$ cat src/rtl/xor_accum.sv
// ---------------------------------------------------------------------------
// xor_accum
//
// Frame-based XOR accumulator. Each accepted beat contributes (a ^ b) to a
// running XOR. The beat flagged with in_last closes the frame, and the
// result is presented on y/parity/beats/ovf with out_valid until the
// consumer takes it with out_ready. No beat is accepted while a result is
// pending, so backpressure is applied through in_ready.
//
// Ports
//   clk        in   rising-edge clock
//   rst_n      in   asynchronous active-low reset
//   a, b       in   WIDTH   operands of the current beat
//   in_valid   in   1       beat offered on a/b
//   in_last    in   1       final beat of the frame (qualified by in_valid)
//   in_ready   out  1       a beat is accepted this cycle if in_valid is high
//   y          out  WIDTH   XOR of (a ^ b) over every beat of the frame
//   parity     out  1       reduction XOR of y
//   beats      out  CNT_W   beat count of the frame, saturating
//   ovf        out  1       frame was longer than 2^CNT_W-1 beats
//   out_valid  out  1       y/parity/beats/ovf hold a completed frame
//   out_ready  in   1       consumer takes the result
// ---------------------------------------------------------------------------
module xor_accum #(
    parameter int WIDTH = 8,
    parameter int CNT_W = 4
) (
    input  logic             clk,
    input  logic             rst_n,
    input  logic [WIDTH-1:0] a,
    input  logic [WIDTH-1:0] b,
    input  logic             in_valid,
    input  logic             in_last,
    output logic             in_ready,
    output logic [WIDTH-1:0] y,
    output logic             parity,
    output logic [CNT_W-1:0] beats,
    output logic             ovf,
    output logic             out_valid,
    input  logic             out_ready
);

    typedef enum logic [1:0] {
        S_IDLE  = 2'd0,  // no frame open
        S_ACCUM = 2'd1,  // frame open, at least one beat taken
        S_HOLD  = 2'd2   // result presented, waiting for out_ready
    } state_t;

    localparam logic [CNT_W-1:0] CNT_MAX = '1;

    state_t           state_q;
    logic [WIDTH-1:0] acc_q;
    logic [CNT_W-1:0] cnt_q;
    logic             ovf_int_q;
    logic [WIDTH-1:0] y_q;
    logic [CNT_W-1:0] beats_q;
    logic             ovf_q;
    logic             out_valid_q;

    logic [WIDTH-1:0] acc_d;
    logic [CNT_W-1:0] cnt_d;
    logic             ovf_d;

    // Accumulator/counter value after the beat currently on a/b. Shared by
    // the mid-frame update and the result load on the last beat, so the
    // last beat is folded into the result without an extra cycle.
    always_comb begin
        // NOTE: every signal gets a default first so no path leaves it
        // unassigned; otherwise synthesis infers a latch.
        acc_d = a ^ b;
        cnt_d = CNT_W'(1);
        ovf_d = 1'b0;
        if (state_q == S_ACCUM) begin
            acc_d = acc_q ^ a ^ b;
            if (cnt_q == CNT_MAX) begin
                // Saturate rather than wrap; remember that a beat was lost.
                cnt_d = cnt_q;
                ovf_d = 1'b1;
            end else begin
                cnt_d = cnt_q + 1'b1;
                ovf_d = ovf_int_q;
            end
        end
    end

    // Single FSM process; every output except the decodes below is a register.
    // NOTE: state is updated with non-blocking assignments so every register
    // samples the pre-edge values, independent of statement order.
    always_ff @(posedge clk or negedge rst_n) begin
        if (!rst_n) begin
            state_q     <= S_IDLE;
            acc_q       <= '0;
            cnt_q       <= '0;
            ovf_int_q   <= 1'b0;
            y_q         <= '0;
            beats_q     <= '0;
            ovf_q       <= 1'b0;
            out_valid_q <= 1'b0;
        end else begin
            case (state_q)
                S_IDLE, S_ACCUM: begin
                    if (in_valid) begin
                        acc_q     <= acc_d;
                        cnt_q     <= cnt_d;
                        ovf_int_q <= ovf_d;
                        if (in_last) begin
                            y_q         <= acc_d;
                            beats_q     <= cnt_d;
                            ovf_q       <= ovf_d;
                            out_valid_q <= 1'b1;
                            state_q     <= S_HOLD;
                        end else begin
                            state_q <= S_ACCUM;
                        end
                    end
                end
                S_HOLD: begin
                    // y/beats/ovf are left alone so they keep the last
                    // frame's values after out_valid drops.
                    if (out_ready) begin
                        out_valid_q <= 1'b0;
                        state_q     <= S_IDLE;
                    end
                end
                default: state_q <= S_IDLE;
            endcase
        end
    end

    assign in_ready  = (state_q != S_HOLD);
    assign y         = y_q;
    assign parity    = ^y_q;
    assign beats     = beats_q;
    assign ovf       = ovf_q;
    assign out_valid = out_valid_q;

endmodule

$ cat config.mk
export PLATFORM = sky130hd
export DESIGN_NAME = xor_accum
export DESIGN_NICKNAME = d
export VERILOG_FILES = /design/src/rtl/xor_accum.sv
export SDC_FILE = /design/constraint.sdc
export NUM_CORES = 1
export LEC_CHECK = 0
export ABC_AREA = 1
export CORE_UTILIZATION = 40
export CTS_BUF_LIST = sky130_fd_sc_hd__clkbuf_8
export CTS_CLUSTER_DIAMETER = 50
export DETAILED_ROUTE_END_ITERATION = 8
export PLACE_DENSITY = 0.63
export RECOVER_POWER = 100
export REMOVE_ABC_BUFFERS = 1
export SLEW_MARGIN = 20
export SYNTH_ARGS = -nofsm -noshare
export SYNTH_HDL_FRONTEND = slang
export SYNTH_SLANG_ARGS = --single-unit
$ cat constraint.sdc
create_clock -name clk -period 2.5 [get_ports clk]
set_clock_uncertainty 0.2 [all_clocks]
set_input_delay 0.5 -clock clk [delete_from_list [all_inputs] [get_ports clk]]
set_output_delay 0.5 -clock clk [all_outputs]
set_load 0.005 [all_outputs]
## Word level (Yosys, flattened, before mapping)

Index checks and enable logic that the tools add are counted.

| storage, ports and cells | value |
|---|---|
| bits in registers | 29 |
| input port bits | 21 |

| cells by class | value |
|---|---|
| add/subtract/negate cells | 1 |
| equality and inequality tests | 7 |
| mux-type cells | 13 |
| reductions and logical operators | 8 |
| bitwise operators | 3 |

Operators by type and width:

| kind | count |
|---|---|
| $xor 8x8->8 | 3 |
| $mux 4 | 2 |
| $mux 8 | 1 |
| $ne 2x2->1 const B | 4 |
| $reduce_xor 8->1 | 1 |
| $mux 2 | 3 |
| $mux 1 | 5 |
| $add 4x1->4 const B | 1 |
| $eq 4x4->1 const B | 1 |
| $pmux 2 s2 | 1 |
| $reduce_and 2->1 | 2 |
| $reduce_and 4->1 | 1 |
| $reduce_and 3->1 | 1 |
| $eq 2x1->1 const B | 1 |
| $eq 2x2->1 const B | 1 |
| $logic_not 2->1 | 1 |
| $pmux 1 s2 | 1 |
| $reduce_bool 2->1 | 1 |
| $reduce_or 2->1 | 1 |

## Logic depth before layout (Yosys ltp)

Gate-level depths: netlist of run 1.

| logic depth | value |
|---|---|
| word-level depth | 4 |
| depth in mapped cells | 8 |
| depth with buffers taken out | 7 |

## Worst setup path before layout of run 1

No wires, ideal clock.

| timing path | value |
|---|---|
| path type | reg-to-output |
| start | register y_q[5] (netlist: y[5]) |
| end | output parity |
| data arrival time | 0.791 ns |
| required time | 1.800 ns |
| stages on the path, launching flop included | 8 |
| path slack | 1.009 ns |
| buffers on the path | 0 |
| path through | dfrtp_1 > inv_1 > nand2_1 > nand2_1 > nand2_1 > nand2_1 > nand2_1 > nand2_1 |

| between the ends | value |
|---|---|
| cells in the longest elaborated chain, start to end | 1 |

Ends and longest elaborated chain:

| element | line | source |
|---|---|---|
| start, declared | 55 | `logic [WIDTH-1:0] y_q;` |
| start signal, assigned | 95 | `y_q <= '0;` |
| start signal, assigned | 107 | `y_q <= acc_d;` |
| $reduce_xor 8->1 | 132 | `assign parity = ^y_q;` |
| end, declared | 36 | `output logic parity,` |

Every way passes these cells.

## Final worst setup path of run 1

| timing path | value |
|---|---|
| start | register y_q[7] (netlist: y[7]) |
| end | output parity |

Same word-level chain as after synthesis.

==> flow_summary_export.csv, run 1 <==
group,metric,value,unit
synth,syn_inst,309,
detailed_routing,drt_first_pass_iters,4,
hold_path,min_path_type,"reg -> reg",
critical_path,startpoint_type,"register",
die,coreArea,0.00441,mm2
global_routing,gr-total-overflow,0,
global_routing,grt_max_degree,30,
detailed_routing,drt_iter0_drc,87,
critical_path,reg2reg_from,"state_q[1]",
sta,finalSetupTns,0,ps
clock_tree,hold_buffers,0,
critical_path,rr_endpoint,"y[6]",
synth,yosys_warnings,0,
outcome,status,"finished, final reports clean",
final_layout,num-fill-cells,456,
hold_path,hold_depth,2,
die,die_w,70.3,um
final_layout,drive_above_1_share,0.0314,
clock_tree,clk-insertion-delay-late,280,ps
placement,dpl.cell_count,395,
final_layout,final_cell_count_no_fill,402,
power_and_ir_drop,leakage,1.37,nW
critical_path,critPathKind,"reg -> out",
placement,dp.final_hpwl,2.99,mm
final_layout,layout.nets,372,
synth,synth_mux_area_frac,0,
placement,port_buffers,36,
detailed_routing,met1_length,2.01,mm
die,rows,24,
clock_tree,cts_sinks,29,
detailed_routing,vias,1802,
synth,synth_top_family_by_area,"simple AND/OR/NAND/NOR gates",
clock_tree,htreeDepth,2,
final_layout,multi_input_area,911,um2
global_routing,grt_pass1_wl,7.24,mm
critical_path,critPathMaxFanout,5,
power_and_ir_drop,seqPwrFrac,0.425,
critical_path,crit_arrival,1610,ps
power_and_ir_drop,switching_power,0.000485,W
detailed_routing,wirelength,3.98,mm
sta,finalHoldViolCount,0,
detailed_routing,route.met3.wl,167,um
final_layout,antennaDiodeCount,0,
sta,finalWorstSetupSlack,188,ps
sta,period_minus_slack,2310,ps
detailed_routing,top_layer,"met4",
die,boundaryPins,37,
global_routing,grt_pass1_vias,1681,
detailed_routing,avgRoutedWirePerCell,9.90,um
sta,max_slew_margin,0.525,
sta,tightest_slew,713,ps
synth,synth-xor-area-share,0,
synth,synthesis.area,0.00186,mm2
clock_tree,cts_resized,0,
detailed_routing,drc,0,
flow_run,drv_cap,0,
clock_tree,cts_setup_buffers,0,
power_and_ir_drop,p_total,0.00145,W
die,start_util,0.422,
die,dieArea,0.00494,mm2
final_layout,synthToLayoutAreaGrowth,24.8,%
critical_path,required,1800,ps
sta,clock.fmax,433,MHz
clock_tree,cts_buffer_depth,2,
power_and_ir_drop,powerDensity,624,mW/mm2
die,die_h,70.3,um
detailed_routing,ant_nets,0,
synth,avgSynthCellArea,6.03,um2
power_and_ir_drop,power_frac_clock,0.264,
final_layout,final_util,0.527,
synth,synth_compound_gate_area_share,0.0141,
synth,seq_area_frac_synth,0.389,
hold_path,min-delay-start,"beats[3]",
power_and_ir_drop,ir_worst_vdd,0.000214,V
synth,synth_seq_cells,29,
hold_path,whs_endpoint,"beats[3]",
sta,final_max_slew_viol_count,0,
synth,synth-adder-area-share,0.00671,
placement,place.gp.congestion,0.838,
clock_tree,root_buffer,"clkbuf_8",
detailed_routing,via_per_inst,4.48,
clock_tree,cts_inserted_buffers,5,
placement,pre_cts_slack,438,ps
clock_tree,cts_tree,"built",
power_and_ir_drop,switching_share,0.334,
critical_path,r2r_setup_slack,700,ps
sta,min_period_over_period,0.925,
detailed_routing,met2_length,1.73,mm
clock_tree,clk_pin_slew,60,ps
synth,synthSimpleGateAreaFrac,0.473,
final_layout,regArea,726,um2
sta,setup_viol,0,
sta,rsz0062_at_grt,"false",
global_routing,antenna_found_initial,0,
power_and_ir_drop,intPower,0.000966,W
critical_path,cp-end-kind,"output port",
synth,synth_cell_type_count,15,
critical_path,r2r_cells,4,
global_routing,grt_usage,0.186,
power_and_ir_drop,share_comb_of_total_power,0.311,
cells in the final DEF, fill, tap and decap left out:
master and instances:
nand2_1 200, inv_1 41, dfrtp_1 29, clkdlybuf4s50_1 19
dlygate4sd3_1 17, nor2_1 14, nand3_1 10, clkbuf_8 6
a21oi_1 2, nand4_1 2, o21ai_0 2, buf_4 2
inv_2 1, nand2_2 1, o22ai_1 1, ha_1 1
clkbuf_1 1, clkbuf_2 1
per-layer routing:
layer / vias to the layer above / global-route usage
li1: 998 / -
met1: 757 / 0.251
met2: 38 / 0.287
met3: 9 / 0.0418
met4: 0 / 0.0733
met5: - / 0
state kept, by name (all words and copies together), names as in the netlist:
signal     flops
beats          4
ovf_int_q      1
out_valid      1
ovf            1
cnt_q          4
state_q        2
y              8
acc_q          8
critical path, stage by stage, from the launching register on:
cell and delay (ps):
dfrtp_1 420, inv_1 80, nand2_1 50, nand2_1 80
nand2_1 50, nand2_1 60, nand2_1 50, nand2_1 50
clkdlybuf4s50_1 490
power by group through the flow:
stage	sequential, W	combinational [W]	clock [W]
2_1_floorplan	0.000616	0.000263	0
3_3_place_gp	0.000625	0.000467	0
3_5_place_dp	0.000627	0.000477	0
4_1_cts	0.000620	0.000478	0.000389
5_1_grt	0.000631	0.000530	0.000416
6_report	0.000617	0.000452	0.000383
Yosys cell counts, drive strengths merged:
master / instances / area share
o22ai: 1 / 0.0034
ha: 1 / 0.0067
buf: 6 / 0.034
nand2: 201 / 0.41
nand4: 2 / 0.0067
nand3: 10 / 0.027
inv: 41 / 0.083
dfrtp: 29 / 0.39
nor2: 14 / 0.032
o21ai: 2 / 0.0054
a21oi: 2 / 0.0054
per-stage QoR:
stage | hold WS (ps) | instance area (um2)
after floorplan | 4.41 | 1800
after global placement | 267 | 2260
after detailed placement | 267 | 2260
after CTS | 282 | 2340
after global routing | 297 | 2330
final | 270 | 2330
kinds of logic (layout without fill, tap and decap cells):
| logic type | after synthesis | in the layout |
|---|---|---|
| adder cells (fa/ha/maj) | 1 | 1 |
| flip-flops | 29 | 29 |
| buffers and inverters | 47 | 88 |
| AND/OR/NAND/NOR | 227 | 227 |
| AO/OA/AOI/OAI | 5 | 5 |
worst max-delay path by stage:
| stage | from | endpoint | slack (ps) | depth (start not counted) |
|---|---|---|---|---|
| floorplan | y[5] | parity | 1010 | 7 |
| global placement | in_valid | y[7] | 440 | 6 |
| detailed placement | in_valid | y[0] | 440 | 6 |
| CTS | y[2] | parity | 180 | 8 |
| global route | y[2] | parity | 40 | 8 |
| finish | y[7] | parity | 190 | 8 |
area by class of cell:
cell class	count	area share
Clock buffer	6	0.0355
Clock inverter	1	0.00161
Inverter	41	0.0662
Multi-Input combinational cell	233	0.392
Sequential cell	29	0.312
Tap cell	52	0.0280
Timing Repair Buffer	40	0.165
No activity file was read; power rests on OpenSTA's default activity.
==> run 2, diff against run 1 <==
--- a/config.mk
+++ b/config.mk
@@ -6,11 +6,11 @@
 export NUM_CORES = 1
 export LEC_CHECK = 0
 export ABC_AREA = 1
-export CORE_UTILIZATION = 40
+export CORE_UTILIZATION = 52
 export CTS_BUF_LIST = sky130_fd_sc_hd__clkbuf_8
 export CTS_CLUSTER_DIAMETER = 50
 export DETAILED_ROUTE_END_ITERATION = 8
-export PLACE_DENSITY = 0.63
+export PLACE_DENSITY = 0.79
 export RECOVER_POWER = 100
 export REMOVE_ABC_BUFFERS = 1
 export SLEW_MARGIN = 20
==> flow_summary_export.csv, run 2 (synthesis gave the netlist of run 1 again) <==
group,metric,value,unit
outcome,status,"finished, final reports clean",
power_and_ir_drop,ir_worst_vdd,0.000315,V
clock_tree,clk-insertion-delay-late,280,ps
hold_path,min-delay-start,"beats[2]",
critical_path,cp_top_family,"buffers and inverters",
clock_tree,clk_pin_slew,60,ps
detailed_routing,ant_nets,0,
clock_tree,cts_sinks,29,
critical_path,cp-end-kind,"output port",
detailed_routing,drt_first_pass_iters,4,
die,rows,21,
clock_tree,cts_setup_buffers,0,
detailed_routing,top_layer,"met4",
sta,whs,287,ps
critical_path,critPathMaxFanout,5,
clock_tree,cts_inserted_buffers,5,
sta,clock.fmax,431,MHz
power_and_ir_drop,share_comb_of_total_power,0.303,
die,coreArea,0.00339,mm2
sta,setup_viol,0,
final_layout,synthToLayoutAreaGrowth,25.3,%
power_and_ir_drop,intPower,0.00100,W
final_layout,drive_above_1_share,0.0399,
detailed_routing,via_per_inst,4.63,
die,dieArea,0.00383,mm2
detailed_routing,met2_length,1.75,mm
sta,min_period_over_period,0.928,
placement,dp.final_hpwl,2.91,mm
critical_path,critPathLaunch,"y[7]",
detailed_routing,wirelength,3.98,mm
sta,finalSetupTns,0,ps
power_and_ir_drop,power_frac_clock,0.285,
sta,tightest_slew,716,ps
global_routing,grt_max_degree,30,
critical_path,critPathKind,"reg -> out",
sta,period_minus_slack,2320,ps
global_routing,grt_usage,0.242,
critical_path,cp_slowest_stage_delay,480,ps
critical_path,path_cells,"inv_1 -> nand2_1 -> nand2_1 -> nand2_1 -> nand2_1 -> nand2_1 -> nand2_1 -> clkdlybuf4s50_1",
clock_tree,cts_buffer_depth,2,
power_and_ir_drop,switching_power,0.000498,W
power_and_ir_drop,leakage,1.37,nW
critical_path,slowest_stage,"clkdlybuf4s50_1",
power_and_ir_drop,switching_share,0.332,
clock_tree,root_buffer,"clkbuf_8",
clock_tree,htreeDepth,2,
clock_tree,hold_buffers,0,
final_layout,layout.nets,372,
final_layout,antennaDiodeCount,0,
critical_path,startpoint_type,"register",
power_and_ir_drop,powerDensity,642,mW/mm2
critical_path,required,1800,ps
die,boundaryPins,37,
critical_path,cp_num_buf_inv,2,
die,die_w,61.9,um
clock_tree,cts_resized,0,
critical_path,crit_cells,8,
global_routing,grt_pass1_vias,1533,
hold_path,min_path_type,"reg -> reg",
placement,port_buffers,36,
detailed_routing,route.met3.wl,160,um
sta,max_slew_margin,0.523,
die,die_h,61.9,um
global_routing,grt_pass1_wl,6.52,mm
global_routing,gr-total-overflow,0,
detailed_routing,drt_iter0_drc,100,
detailed_routing,vias,1840,
global_routing,antenna_found_initial,0,
power_and_ir_drop,p_total,0.00150,W
detailed_routing,avgRoutedWirePerCell,10.0,um
power_and_ir_drop,seqPwrFrac,0.412,
final_layout,num-fill-cells,306,
sta,rsz0062_at_grt,"false",
clock_tree,cts_tree,"built",
critical_path,r2r_cells,7,
critical_path,crit_path_frequent_cell,"nand2_1",
final_layout,final_cell_mix,"nand2_1, inv_1, dfrtp_1",
flow_run,drv_cap,0,
die,start_util,0.550,
placement,place.gp.congestion,0.767,
critical_path,reg2reg_from,"state_q[1]",
hold_path,hold_depth,2,
critical_path,crit_arrival,1620,ps
sta,finalHoldViolCount,0,
detailed_routing,drc,0,
detailed_routing,met1_length,2.00,mm
final_layout,final_common_cell,"nand2_1",
sta,final_max_slew_viol_count,0,
==> run 2: per-stage QoR <==
step	area [um2]	setup WS, ps	std cells	util
floorplan	1800	1010	303	-
global placement	2250	506	389	0.663
detailed placement	2250	477	389	0.663
CTS	2350	166	397	0.693
global route	2340	5.51	397	0.689
finish	2340	179	397	0.689
==> run 2: power groups by stage <==
stage / Combinational (W) / Clock [W] / Sequential [W]
after detailed placement: 0.000476 / 0 / 0.000626
after CTS: 0.000478 / 0.000434 / 0.000619
after global placement: 0.000467 / 0 / 0.000623
after global routing: 0.000535 / 0.000453 / 0.000631
final: 0.000454 / 0.000427 / 0.000618
after floorplan: 0.000263 / 0 / 0.000616
==> run 2: path summary, 6_finish.rpt <==
kind,endpoint,slack [ps]
max in group asynchronous,cnt_q[2],1040
worst max-delay path,parity,180
worst max register to register,acc_q[5],810
worst min-delay path,beats[2],290
min in group asynchronous,ovf_int_q,600
worst min register to register,beats[2],290
==> run 2: metal layers <==
metal	GRT usage	vias up
li1	-	993
met1	0.328	799
met2	0.381	42
met3	0.0621	6
met4	0.0794	0
met5	0	-
==> run 2: layout make-up <==
type	count	area, um2	share of cell area
timing repair buffer	40	384	0.164
inverter	41	154	0.0659
sequential	29	726	0.311
tap	46	57.6	0.0246
multi-input combinational	233	913	0.391
clock inverter	1	5.00	0.00214
clock buffer	7	96.3	0.0412
==> run 2: worst register-to-register path, cell delays in order, from the launching register on <==
cell	delay [ps]
dfrtp_1	420
nor2_1	390
buf_4	240
nand2_1	60
nand2_1	60
nand2_1	90
nand2_1	70
nand2_1	60
